==> config.mk <==
export PLATFORM = sky130hd
export DESIGN_NAME = nibble_serial_add_ctrl
export DESIGN_NICKNAME = d
export VERILOG_FILES = /design/src/rtl/nibble_serial_add_ctrl.sv
export SDC_FILE = /design/constraint.sdc
export NUM_CORES = 1
export LEC_CHECK = 0
export CAP_MARGIN = 20
export CELL_PAD_IN_SITES_DETAIL_PLACEMENT = 1
export CELL_PAD_IN_SITES_GLOBAL_PLACEMENT = 1
export CORE_AREA = 4 4 88 90
export CTS_CLUSTER_SIZE = 40
export DETAILED_ROUTE_END_ITERATION = 8
export DIE_AREA = 0 0 92 94
export GPL_ROUTABILITY_DRIVEN = 0
export PLACE_DENSITY = 0.93
export REMOVE_ABC_BUFFERS = 1
export SLEW_MARGIN = 30
export SYNTH_ARGS = -nofsm -noshare
export SYNTH_HDL_FRONTEND = slang
export SYNTH_SLANG_ARGS = --single-unit
==> constraint.sdc <==
create_clock -name clk -period 4.5 [get_ports clk]
set_input_delay 1.35 -clock clk [delete_from_list [all_inputs] [get_ports clk]]
set_output_delay 1.35 -clock clk [all_outputs]
set_load 0.005 [all_outputs]
==> src/rtl/nibble_serial_add_ctrl.sv <==
// Serial WIDTH-bit adder sequencer: feeds one nibble per clock, LSB first,
// to an external 4-bit adder slice and returns {cout,sum} over valid/ready.
module nibble_serial_add_ctrl #(
    parameter int WIDTH = 16
) (
    input  logic             clk,
    input  logic             rst_n,
    input  logic             in_valid,
    output logic             in_ready,
    input  logic [WIDTH-1:0] op_a,
    input  logic [WIDTH-1:0] op_b,
    input  logic             op_cin,
    output logic [3:0]       add_a,
    output logic [3:0]       add_b,
    output logic             add_cin,
    input  logic [3:0]       add_s,
    input  logic             add_co,
    output logic             out_valid,
    input  logic             out_ready,
    output logic [WIDTH-1:0] sum,
    output logic             cout,
    output logic             busy
);

    localparam int NIB = WIDTH / 4;
    localparam int CW  = (NIB > 1) ? $clog2(NIB) : 1;
    localparam logic [CW-1:0] LAST = CW'(NIB - 1);

    typedef enum logic [1:0] {IDLE, RUN, DONE} state_t;

    state_t           state_q, state_d;
    logic [WIDTH-1:0] a_q, a_d;
    logic [WIDTH-1:0] b_q, b_d;
    logic [WIDTH-1:0] sumShift_q, sumShift_d;
    logic             carry_q, carry_d;
    logic [CW-1:0]    cnt_q, cnt_d;
    logic [WIDTH-1:0] sum_q, sum_d;
    logic             cout_q, cout_d;
    logic [WIDTH-1:0] sumShifted;

    always_ff @(posedge clk or negedge rst_n) begin
        if (!rst_n) begin
            state_q    <= IDLE;
            a_q        <= '0;
            b_q        <= '0;
            sumShift_q <= '0;
            carry_q    <= 1'b0;
            cnt_q      <= '0;
            sum_q      <= '0;
            cout_q     <= 1'b0;
        end else begin
            state_q    <= state_d;
            a_q        <= a_d;
            b_q        <= b_d;
            sumShift_q <= sumShift_d;
            carry_q    <= carry_d;
            cnt_q      <= cnt_d;
            sum_q      <= sum_d;
            cout_q     <= cout_d;
        end
    end

    // The newest slice sum enters at the top so the LSB nibble ends up at the bottom.
    always_comb begin
        sumShifted               = sumShift_q >> 4;
        sumShifted[WIDTH-1 -: 4] = add_s;

        state_d    = state_q;
        a_d        = a_q;
        b_d        = b_q;
        sumShift_d = sumShift_q;
        carry_d    = carry_q;
        cnt_d      = cnt_q;
        sum_d      = sum_q;
        cout_d     = cout_q;

        case (state_q)
            IDLE: begin
                if (in_valid) begin
                    a_d     = op_a;
                    b_d     = op_b;
                    carry_d = op_cin;
                    cnt_d   = '0;
                    state_d = RUN;
                end
            end
            RUN: begin
                a_d        = a_q >> 4;
                b_d        = b_q >> 4;
                sumShift_d = sumShifted;
                carry_d    = add_co;
                cnt_d      = cnt_q + CW'(1);
                if (cnt_q == LAST) begin
                    cnt_d   = '0;
                    sum_d   = sumShifted;
                    cout_d  = add_co;
                    state_d = DONE;
                end
            end
            DONE: begin
                if (out_ready) begin
                    state_d = IDLE;
                end
            end
            default: state_d = IDLE;
        endcase
    end

    assign in_ready  = (state_q == IDLE);
    assign out_valid = (state_q == DONE);
    assign busy      = (state_q != IDLE);
    assign add_a     = (state_q == RUN) ? a_q[3:0] : 4'd0;
    assign add_b     = (state_q == RUN) ? b_q[3:0] : 4'd0;
    assign add_cin   = (state_q == RUN) ? carry_q  : 1'b0;
    assign sum       = sum_q;
    assign cout      = cout_q;

endmodule

==> metrics.md, run 1 <==
| Metric | Value |
|---|---|
| Status | `finished clean` |
| Yosys top cell area share | `0.600` |
| Ordered cell list for the critical path | `and2b_4 > and2_1 > clkdlybuf4s50_1` |
| Tightest Pin Transition | `903 ps` |
| DP Area | `3510 µm²` |
| DRC Markers | `0` |
| Sequential-to-total area share from yosys stat | `0.600` |
| Die area | `8650 µm²` |
| Final worst-path cycle share | `0.741` |
| CTS tree | `done` |
| Power Density | `722 nW/µm²` |
| Maximum vdd drop | `0.223 mV` |
| Cts hold-fix bufs | `0` |
| Synth cell count leaders | `66 x dfrtp_1, 38 x nand2_1, 34 x o22ai_1, 26 x a21oi_1, 17 x nor2_1` |
| CP Launch Type | `flop` |
| Critical path required time | `3150 ps` |
| Fin. Hold Viols | `0` |
| Ys async rst share | `1.00` |
| First DRT Iteration DRCs | `81` |
| Pleak | `1.64 nW` |
| Max-Cap Viols | `0` |
| Initial antenna violation count | `0` |
| CP Buf/Inv Count | `1` |
| Fin area | `3680 µm²` |
| Vias per cell | `5.17` |
| Vias in the first global route | `2374` |
| Area of the mapped netlist | `2750 µm²` |
| Bufs on Longest Clock Path | `2` |
| Layout cells sized above 1 | `0.123` |
| Final setup violation count | `0` |
| Clk_lat worst skew | `340 ps` |
| Avg WL per Cell | `17.4 µm` |
| Post-synth EDFFs | `0` |
| Synth cell types | `26` |
| Sequential cell area | `1650 µm²` |
| Ys Warns | `0` |
| CP max stage cell | `dfrtp_1` |
| Root Buffer | `clkbuf_8` |
| CP Class | `flop to output pin` |
| Clock transition at the registers of the reported paths | `70 ps` |
| Synthesized instance count | `247` |
| Drt first pass iters | `4` |
| Post-route ant nets | `0` |
| Largest area contributor in the netlist | `dfrtp_1` |
| Fillcell total | `772` |
| Number of gates resized after CTS | `0` |
| N_diodes | `0` |
| Cell with the most instances after synthesis | `dfrtp_1` |
| Mean Syn Cell Area | `11.1 µm²` |
| Ranking of synthesized cells by area | `dfrtp_1 60%, o22ai_1 7.7%, nand2_1 5.2%` |
| CP top delay family | `simple AND/OR/NAND/NOR gates` |
| Fmax | `300 MHz` |
| Placed insts | `402` |
| CTS buffer count | `9` |
| CP arrival | `1990 ps` |
| Die Width | `92 µm` |
| Leftover overflow at the end of global routing | `0` |
| Most frequently used flop master after synthesis | `dfrtp_1` |
| Slew HR | `0.398` |
| DR vias | `2152` |
| Row cnt | `31` |
| RSZ-0062 raised after global routing | `no` |
| Sinks on Clock Net | `66` |
| Fin Clk Skew | `6.77 ps` |
| Initial Utilization | `0.390` |
| Count of nets after finishing | `357` |
| Min Tclk post-route | `3340 ps` |
| Worst Hold Class | `flop to flop` |
| Total core area | `7060 µm²` |
| Finished Layout Cells | `416` |
| Slowest stage delay, CP | `550 ps` |
| Crit. End Element | `output pin` |
| Max H-tree Level | `3` |
| Setup Buffers After CTS | `0` |
| Final setup TNS | `0 ps` |
| Routed wire length | `7260 µm` |
| GRT Total Usage | `0.182` |
| IO Count | `71` |
| Largest net degree at the start of global routing | `67` |
| Area Growth Syn to Fin | `33.7%` |
| Number of synthesized register bits | `66` |
| IO buf count | `70` |
| Crit-path max FO | `23` |
| Die H | `94 µm` |
| Combined area of the multi-input logic cells | `1010 µm²` |
| Final Max Slew Viols | `0` |
| HPWL after detailed placement | `4990 µm` |
| First-pass GRT wire length | `12200 µm` |
[cell type report]
cell class                 count  area share
sequential                    66       0.449
multi-input combinational    162       0.275
clock buffer                  10      0.0347
timing repair buffer          72       0.193
tap                           99      0.0337
clock inverter                 4      0.0122
inverter                       3     0.00306
[logic make-up after synthesis]
family          share of synthesized area
compound gates                      0.166
simple gates                        0.115
flops                               0.600
buf+inv                            0.0327
mux                                0.0818
fa+ha+maj                         0.00454
[power by group]
| part | internal, W | switching, W | leakage (nW) |
|---|---|---|---|
| Combinational | 0.000607 | 0.000528 | 0.741 |
| Clock | 0.000247 | 0.000213 | 0.0918 |
| Sequential | 0.000875 | 0.000188 | 0.803 |
| Total | 0.00173 | 0.000930 | 1.64 |
[metal layers]
layer / GRT usage / up-vias / wire, µm
met5: 0 / - / 0
met2: 0.316 / 63 / 3730
li1: - / 1005 / -
met1: 0.220 / 1070 / 3060
met4: 0.0792 / 0 / 152
met3: 0.0369 / 14 / 320
[worst paths after layout]
kind / cells past startpoint / end / slack [ps] / start
max: 3 / add_a[1] / 1160 / state_q[0]
min: 2 / sumShift_q[7] / 480 / sumShift_q[7]
max reg2reg: 3 / a_q[0] / 2800 / state_q[0]
min reg2reg: 2 / sumShift_q[7] / 480 / sumShift_q[7]
max in group asynchronous: 2 / b_q[10] / 2780 / rst_n
min in group asynchronous: 2 / sum[1] / 1200 / rst_n
[worst reg2reg max path: cells and delay by family (launching register included)]
family / cells / cell delay, ps
AO/OA/AOI/OAI: 2 / 410
AND/OR/NAND/NOR: 1 / 700
flip-flops: 1 / 500
[sequential cells by signal (all words and copies together) (netlist names)]
name and flops:
a_q 16, b_q 16, carry_q 1, cnt_q 2, cout 1, state_q 2
sum 16, sumShift_q 12
[cell usage in the layout, fill, tap and decap left out, types with 4 or more instances in the layout]
master and instances:
nand2_1 38, o22ai_1 34, mux2_4 9, a22o_1 9, dfrtp_1 66, clkdlybuf4s50_1 69
nor2_1 17, and2_1 9, mux2_2 8, a21oi_1 26, clkbuf_8 9, nand2b_1 4
[stage by stage]
step                      worst slack, ps  utilization  total power, W  hold slack (ps)
after floorplan                      1940            -         0.00166              442
after detailed placement             1230        0.497         0.00222              468
after global placement               1360        0.497         0.00213              458
after global routing                 1050        0.521         0.00287              513
final                                1160        0.521         0.00266              481
after CTS                            1140        0.521         0.00269              485
(Power assumes the default switching activity.)
==> run 2, diff against run 1 <==
--- a/config.mk
+++ b/config.mk
@@ -8,12 +8,12 @@
 export CAP_MARGIN = 20
 export CELL_PAD_IN_SITES_DETAIL_PLACEMENT = 1
 export CELL_PAD_IN_SITES_GLOBAL_PLACEMENT = 1
-export CORE_AREA = 4 4 88 90
+export CORE_AREA = 4 4 92 94
 export CTS_CLUSTER_SIZE = 40
 export DETAILED_ROUTE_END_ITERATION = 8
-export DIE_AREA = 0 0 92 94
+export DIE_AREA = 0 0 96 98
 export GPL_ROUTABILITY_DRIVEN = 0
-export PLACE_DENSITY = 0.93
+export PLACE_DENSITY = 0.86
 export REMOVE_ABC_BUFFERS = 1
 export SLEW_MARGIN = 30
 export SYNTH_ARGS = -nofsm -noshare
==> constraint.sdc (replaced) <==
create_clock -name clk -period 3.4 [get_ports clk]
set_input_delay 1.02 -clock clk [delete_from_list [all_inputs] [get_ports clk]]
set_output_delay 1.02 -clock clk [all_outputs]
set_load 0.005 [all_outputs]
==> metrics.md, run 2 (synthesis results as in run 1) <==
| Metric | Value |
|---|---|
| Final Max Slew Viols | `0 (unchanged)` |
| IO buf count | `70 (unchanged)` |
| Most common cell after layout, fill and taps aside | `clkdlybuf4s50_1` |
| Count of nets after finishing | `358 (+0.28%)` |
| Max H-tree Level | `3 (unchanged)` |
| Critical path required time | `2380 ps (-770 ps)` |
| Setup Buffers After CTS | `0 (unchanged)` |
| Net Switching | `0.00124 W (+33%)` |
| Root Buffer | `clkbuf_8` |
| Fin. Hold Viols | `0 (unchanged)` |
| Routed wire length | `7290 µm (+0.36%)` |
| Sinks on Clock Net | `66 (unchanged)` |
| WHS Path Cells | `2 (unchanged)` |
| First DRT Iteration DRCs | `79 (-2.5%)` |
| IO Count | `71 (unchanged)` |
| RSZ-0062 raised after global routing | `no` |
| Sequential cell area | `1650 µm² (unchanged)` |
| Combinational share of power | `0.423 (-0.004)` |
| Maximum vdd drop | `0.330 mV (+48%)` |
| Area Growth Syn to Fin | `34.6%` |
| Fillcell total | `828 (+7.3%)` |
| Die Width | `96 µm (+4.3%)` |
| CTS tree | `done` |
| Leftover overflow at the end of global routing | `0 (unchanged)` |
| Fin Clk Skew | `8.53 ps (+1.76 ps)` |
| CP Launch Type | `flop` |
| Total core area | `7650 µm² (+8.3%)` |
| Final worst-path cycle share | `0.891` |
| Pint | `0.00229 W (+33%)` |
| Cts hold-fix bufs | `0 (unchanged)` |
| Drt first pass iters | `4 (unchanged)` |
| Layout cells sized above 1 | `0.131 (+0.00822)` |
| Most frequent cells in the layout | `69 x clkdlybuf4s50_1, 66 x dfrtp_1, 38 x nand2_1` |
| Number of gates resized after CTS | `0 (unchanged)` |
| GRT Total Usage | `0.162 (-0.0208)` |
| Die H | `98 µm (+4.3%)` |
| N_diodes | `0 (unchanged)` |
| Initial Utilization | `0.360 (-0.0300)` |
| Placed insts | `406 (+1.0%)` |
| Combined area of the multi-input logic cells | `1010 µm² (unchanged)` |
| Crit. End Element | `output pin` |
| Initial antenna violation count | `0 (unchanged)` |
| Finished Layout Cells | `422 (+1.4%)` |
| CP Class | `flop to output pin` |
| Status | `finished clean` |
| Largest net degree at the start of global routing | `67 (unchanged)` |
| DR vias | `2168 (+0.74%)` |
| Vias per cell | `5.14 (-0.69%)` |
| Sw Share | `0.351 (+0.00127)` |
| Pleak | `1.65 nW (+0.54%)` |
| Max-Cap Viols | `0 (unchanged)` |
| Bufs on Longest Clock Path | `2 (unchanged)` |
| HPWL after detailed placement | `5020 µm (+0.71%)` |
| Final setup TNS | `0 ps (unchanged)` |
| Row cnt | `32 (+3.2%)` |
| Crit-path max FO | `23 (unchanged)` |
| Clock share of power | `0.180 (+0.007)` |
| Clk_lat worst skew | `340 ps (about the same)` |
| First-pass GRT wire length | `11700 µm (-4.0%)` |
| DRC Markers | `0 (unchanged)` |
| Power Density | `954 nW/µm² (+32%)` |
| CTS buffer count | `9 (unchanged)` |
| Min Tclk post-route | `3030 ps` |
| Clock transition at the registers of the reported paths | `70 ps (about the same)` |
| Tightest Pin Transition | `922 ps (+19.0 ps)` |
| Final setup violation count | `0 (unchanged)` |
| Reg-to-reg setup timing slack | `1700 ps (-1100 ps)` |
| Die area | `9410 µm² (+8.8%)` |
| Reg power frac | `0.397 (-0.003)` |
| R2R depth | `3 (unchanged)` |
| Fmax | `330 MHz` |
| CP arrival | `2010 ps (+20 ps)` |
| Avg WL per Cell | `17.3 µm (-1.1%)` |
| Vias in the first global route | `2287 (-3.7%)` |
| Post-route ant nets | `0 (unchanged)` |
| Slew HR | `0.386 (-0.0127)` |
| Worst Hold Class | `flop to flop` |
## run 2: cell types whose count changed in the layout (fill, tap and decap cells not counted), sizes merged
| cell | previous run | this run |
|---|---|---|
| clkinvlp | 0 | 1 |
| clkinv | 4 | 5 |
| buf | 3 | 4 |
## run 2: final timing paths
path | start | to
worst max-delay path | state_q[0] | add_b[1]
worst min-delay path | sumShift_q[6] | sumShift_q[6]
worst max register to register | state_q[0] | a_q[9]
worst min register to register | sumShift_q[6] | sumShift_q[6]
max in group asynchronous | rst_n | a_q[8]
min in group asynchronous | rst_n | sumShift_q[8]
## run 2: area by class of cell
class,count,area share
Sequential cell,66,0.446
Multi-Input combinational cell,162,0.273
Inverter,3,0.00304
Tap cell,102,0.0344
Clock inverter,6,0.0155
Timing Repair Buffer,73,0.194
Clock buffer,10,0.0344
## run 2: worst max-delay path, stage by stage, from the launching register on
cell and delay [ps]:
dfrtp_1 550, and2b_4 400, and2_1 210, clkdlybuf4s50_1 510
## run 2: power groups by stage
stage	clock (W)	sequential (W)	combinational, W
5_1_grt	0.000686	0.00145	0.00166
3_3_place_gp	0	0.00139	0.00145
4_1_cts	0.000652	0.00141	0.00153
3_5_place_dp	0	0.00142	0.00152
6_report	0.000635	0.00140	0.00150
2_1_floorplan	0	0.00135	0.000847
## run 2: routing by layer
layer | wire, µm | vias to the layer above | global-route usage
li1 | - | 1007 | -
met1 | 3150 | 1076 | 0.208
met2 | 3640 | 72 | 0.261
met3 | 346 | 13 | 0.0324
met4 | 152 | 0 | 0.0700
met5 | 0 | - | 0
## run 2: per-stage QoR
step	util	total power (W)	hold slack [ps]	worst slack [ps]	cell area [µm²]
2_1_floorplan	-	0.00220	442	1170	2670
3_3_place_gp	0.460	0.00284	455	748	3520
3_5_place_dp	0.460	0.00295	468	705	3520
4_1_cts	0.484	0.00359	486	319	3700
5_1_grt	0.484	0.00380	517	260	3700
6_report	0.484	0.00354	479	370	3700
==> run 3, diff against run 2 <==
--- a/config.mk
+++ b/config.mk
@@ -13,6 +13,7 @@
 export DETAILED_ROUTE_END_ITERATION = 8
 export DIE_AREA = 0 0 96 98
 export GPL_ROUTABILITY_DRIVEN = 0
+export GPL_TIMING_DRIVEN = 0
 export PLACE_DENSITY = 0.86
 export REMOVE_ABC_BUFFERS = 1
 export SLEW_MARGIN = 30
==> metrics.md, run 3 (synthesis results as in run 1) <==
| Metric | Value |
|---|---|
| Crit. End Element | `output pin` |
| Cts hold-fix bufs | `0 (unchanged)` |
| Clk_lat worst skew | `350 ps (about the same)` |
| Most frequent cells in the layout | `69 x clkdlybuf4s50_1, 66 x dfrtp_1, 38 x nand2_1` |
| Placed insts | `404 (-0.49%)` |
| First-pass GRT wire length | `11800 µm (+0.47%)` |
| WHS Path Cells | `2 (unchanged)` |
| CP Launch Type | `flop` |
| Pint | `0.00243 W (+5.8%)` |
| Clock transition at the registers of the reported paths | `70 ps (about the same)` |
| Min Tclk post-route | `3040 ps (+13.7 ps)` |
| Max-Cap Viols | `0 (unchanged)` |
| Area Growth Syn to Fin | `36.5%` |
| Hold Startpoint | `sumShift_q[5]` |
| R2R depth | `3 (unchanged)` |
| Reg power frac | `0.383 (-0.014)` |
| Final setup violation count | `0 (unchanged)` |
| Fmax | `329 MHz (-0.45%)` |
| Die area | `9410 µm² (unchanged)` |
| Largest net degree at the start of global routing | `35 (-48%)` |
| GRT Total Usage | `0.162 (+0.000605)` |
| Initial Utilization | `0.360 (unchanged)` |
| Fin Hold WS | `492 ps (+13.5 ps)` |
| R2R Path End | `b_q[0]` |
| Fin Clk Skew | `4.52 ps (-4.01 ps)` |
| Reg-to-reg setup timing slack | `1660 ps (-40 ps)` |
| CTS tree | `done` |
| IO buf count | `70 (unchanged)` |
| Critical path required time | `2380 ps (about the same)` |
| Die Width | `96 µm (unchanged)` |
| Max H-tree Level | `3 (unchanged)` |
| Total core area | `7650 µm² (unchanged)` |
| Maximum vdd drop | `0.428 mV (+30%)` |
| Leftover overflow at the end of global routing | `0 (unchanged)` |
| Clock share of power | `0.210 (+0.030)` |
| Combinational share of power | `0.407 (-0.016)` |
| N_diodes | `0 (unchanged)` |
| Initial antenna violation count | `0 (unchanged)` |
| Net Switching | `0.00123 W (-1.1%)` |
| CTS buffer count | `9 (unchanged)` |
| CP Class | `flop to output pin` |
| DR vias | `2123 (-2.1%)` |
| Drt first pass iters | `5 (+1)` |
| Finished Layout Cells | `420 (-0.47%)` |
| Layout cells sized above 1 | `0.132 (+0.000825)` |
| Most common cell after layout, fill and taps aside | `clkdlybuf4s50_1` |
| Status | `finished clean` |
| Final Max Slew Viols | `0 (unchanged)` |
| Row cnt | `32 (unchanged)` |
| CP arrival | `2020 ps (about the same)` |
| DRC Markers | `0 (unchanged)` |
| Setup Buffers After CTS | `0 (unchanged)` |
| Routed wire length | `7110 µm (-2.5%)` |
| Die H | `98 µm (unchanged)` |
| Sw Share | `0.336 (-0.0153)` |
| Worst hold endpoint | `sumShift_q[5]` |
| Worst reg2reg path startpoint | `state_q[0]` |
| Pleak | `1.67 nW (+1.3%)` |
| Worst Hold Class | `flop to flop` |
| Vias in the first global route | `2334 (+2.1%)` |
| Bufs on Longest Clock Path | `2 (unchanged)` |
| Vias per cell | `5.05 (-1.6%)` |
| Final worst-path cycle share | `0.895 (+0.00403)` |
| RSZ-0062 raised after global routing | `no` |
| HPWL after detailed placement | `4780 µm (-4.8%)` |
| Sinks on Clock Net | `66 (unchanged)` |
| Number of gates resized after CTS | `1 (+1)` |
| First DRT Iteration DRCs | `98 (+24%)` |
| IO Count | `71 (unchanged)` |
| Power Density | `972 nW/µm² (+1.9%)` |
| Root Buffer | `clkbuf_8` |
| Crit-path max FO | `26 (+13%)` |
| Tightest Pin Transition | `931 ps (+9.15 ps)` |
| Avg WL per Cell | `16.9 µm (-2.0%)` |
| Count of nets after finishing | `356 (-0.56%)` |
| Slew HR | `0.379 (-0.00610)` |
| Fin. Hold Viols | `0 (unchanged)` |
| Post-route ant nets | `0 (unchanged)` |
## run 3: area by class of cell
type	count	area, µm²
clock inverter	4	72.6
multi-input combinational	162	1010
timing repair buffer	71	718
sequential	66	1650
tap	102	128
clock buffer	12	165
inverter	3	12.5
fill	803	3890
## run 3: metrics by stage
stage	power, W	utilization	setup TNS, ps	instance area (µm²)	setup slack [ps]
floorplan	0.00220	-	0	2670	1170
global route	0.00393	0.491	0	3760	234
CTS	0.00371	0.491	0	3760	331
global placement	0.00283	0.458	-56370	3500	-857
detailed placement	0.00292	0.460	0	3520	306
finish	0.00365	0.491	0	3760	356
## run 3: how the worst max path moves through the flow
stage | startpoint | end | cells after the start | slack, ps
global placement | rst_n | b_q[7] | 1 | -860
CTS | state_q[0] | busy | 3 | 330
global route | state_q[0] | busy | 3 | 230
finish | state_q[0] | busy | 3 | 360
detailed placement | in_valid | a_q[15] | 4 | 310
floorplan | state_q[0] | in_ready | 3 | 1170
## run 3: per-layer routing
layer | track usage | part of all wire | up-vias
li1 | - | - | 1007
met1 | 0.201 | 0.43 | 1045
met2 | 0.266 | 0.50 | 61
met3 | 0.0555 | 0.057 | 10
met4 | 0.0460 | 0.012 | 0
met5 | 0 | 0 | -
## run 3: worst max-delay path: stages (launching register included)
cell	delay [ps]
dfrtp_1	540
clkinv_2	410
nand2_1	200
clkdlybuf4s50_1	520
## run 3: power groups by stage
stage	registers, W	logic (W)	clock network, W
4_1_cts	0.00140	0.00152	0.000791
3_5_place_dp	0.00142	0.00151	0
2_1_floorplan	0.00135	0.000847	0
5_1_grt	0.00145	0.00166	0.000821
6_report	0.00140	0.00149	0.000767
3_3_place_gp	0.00139	0.00145	0
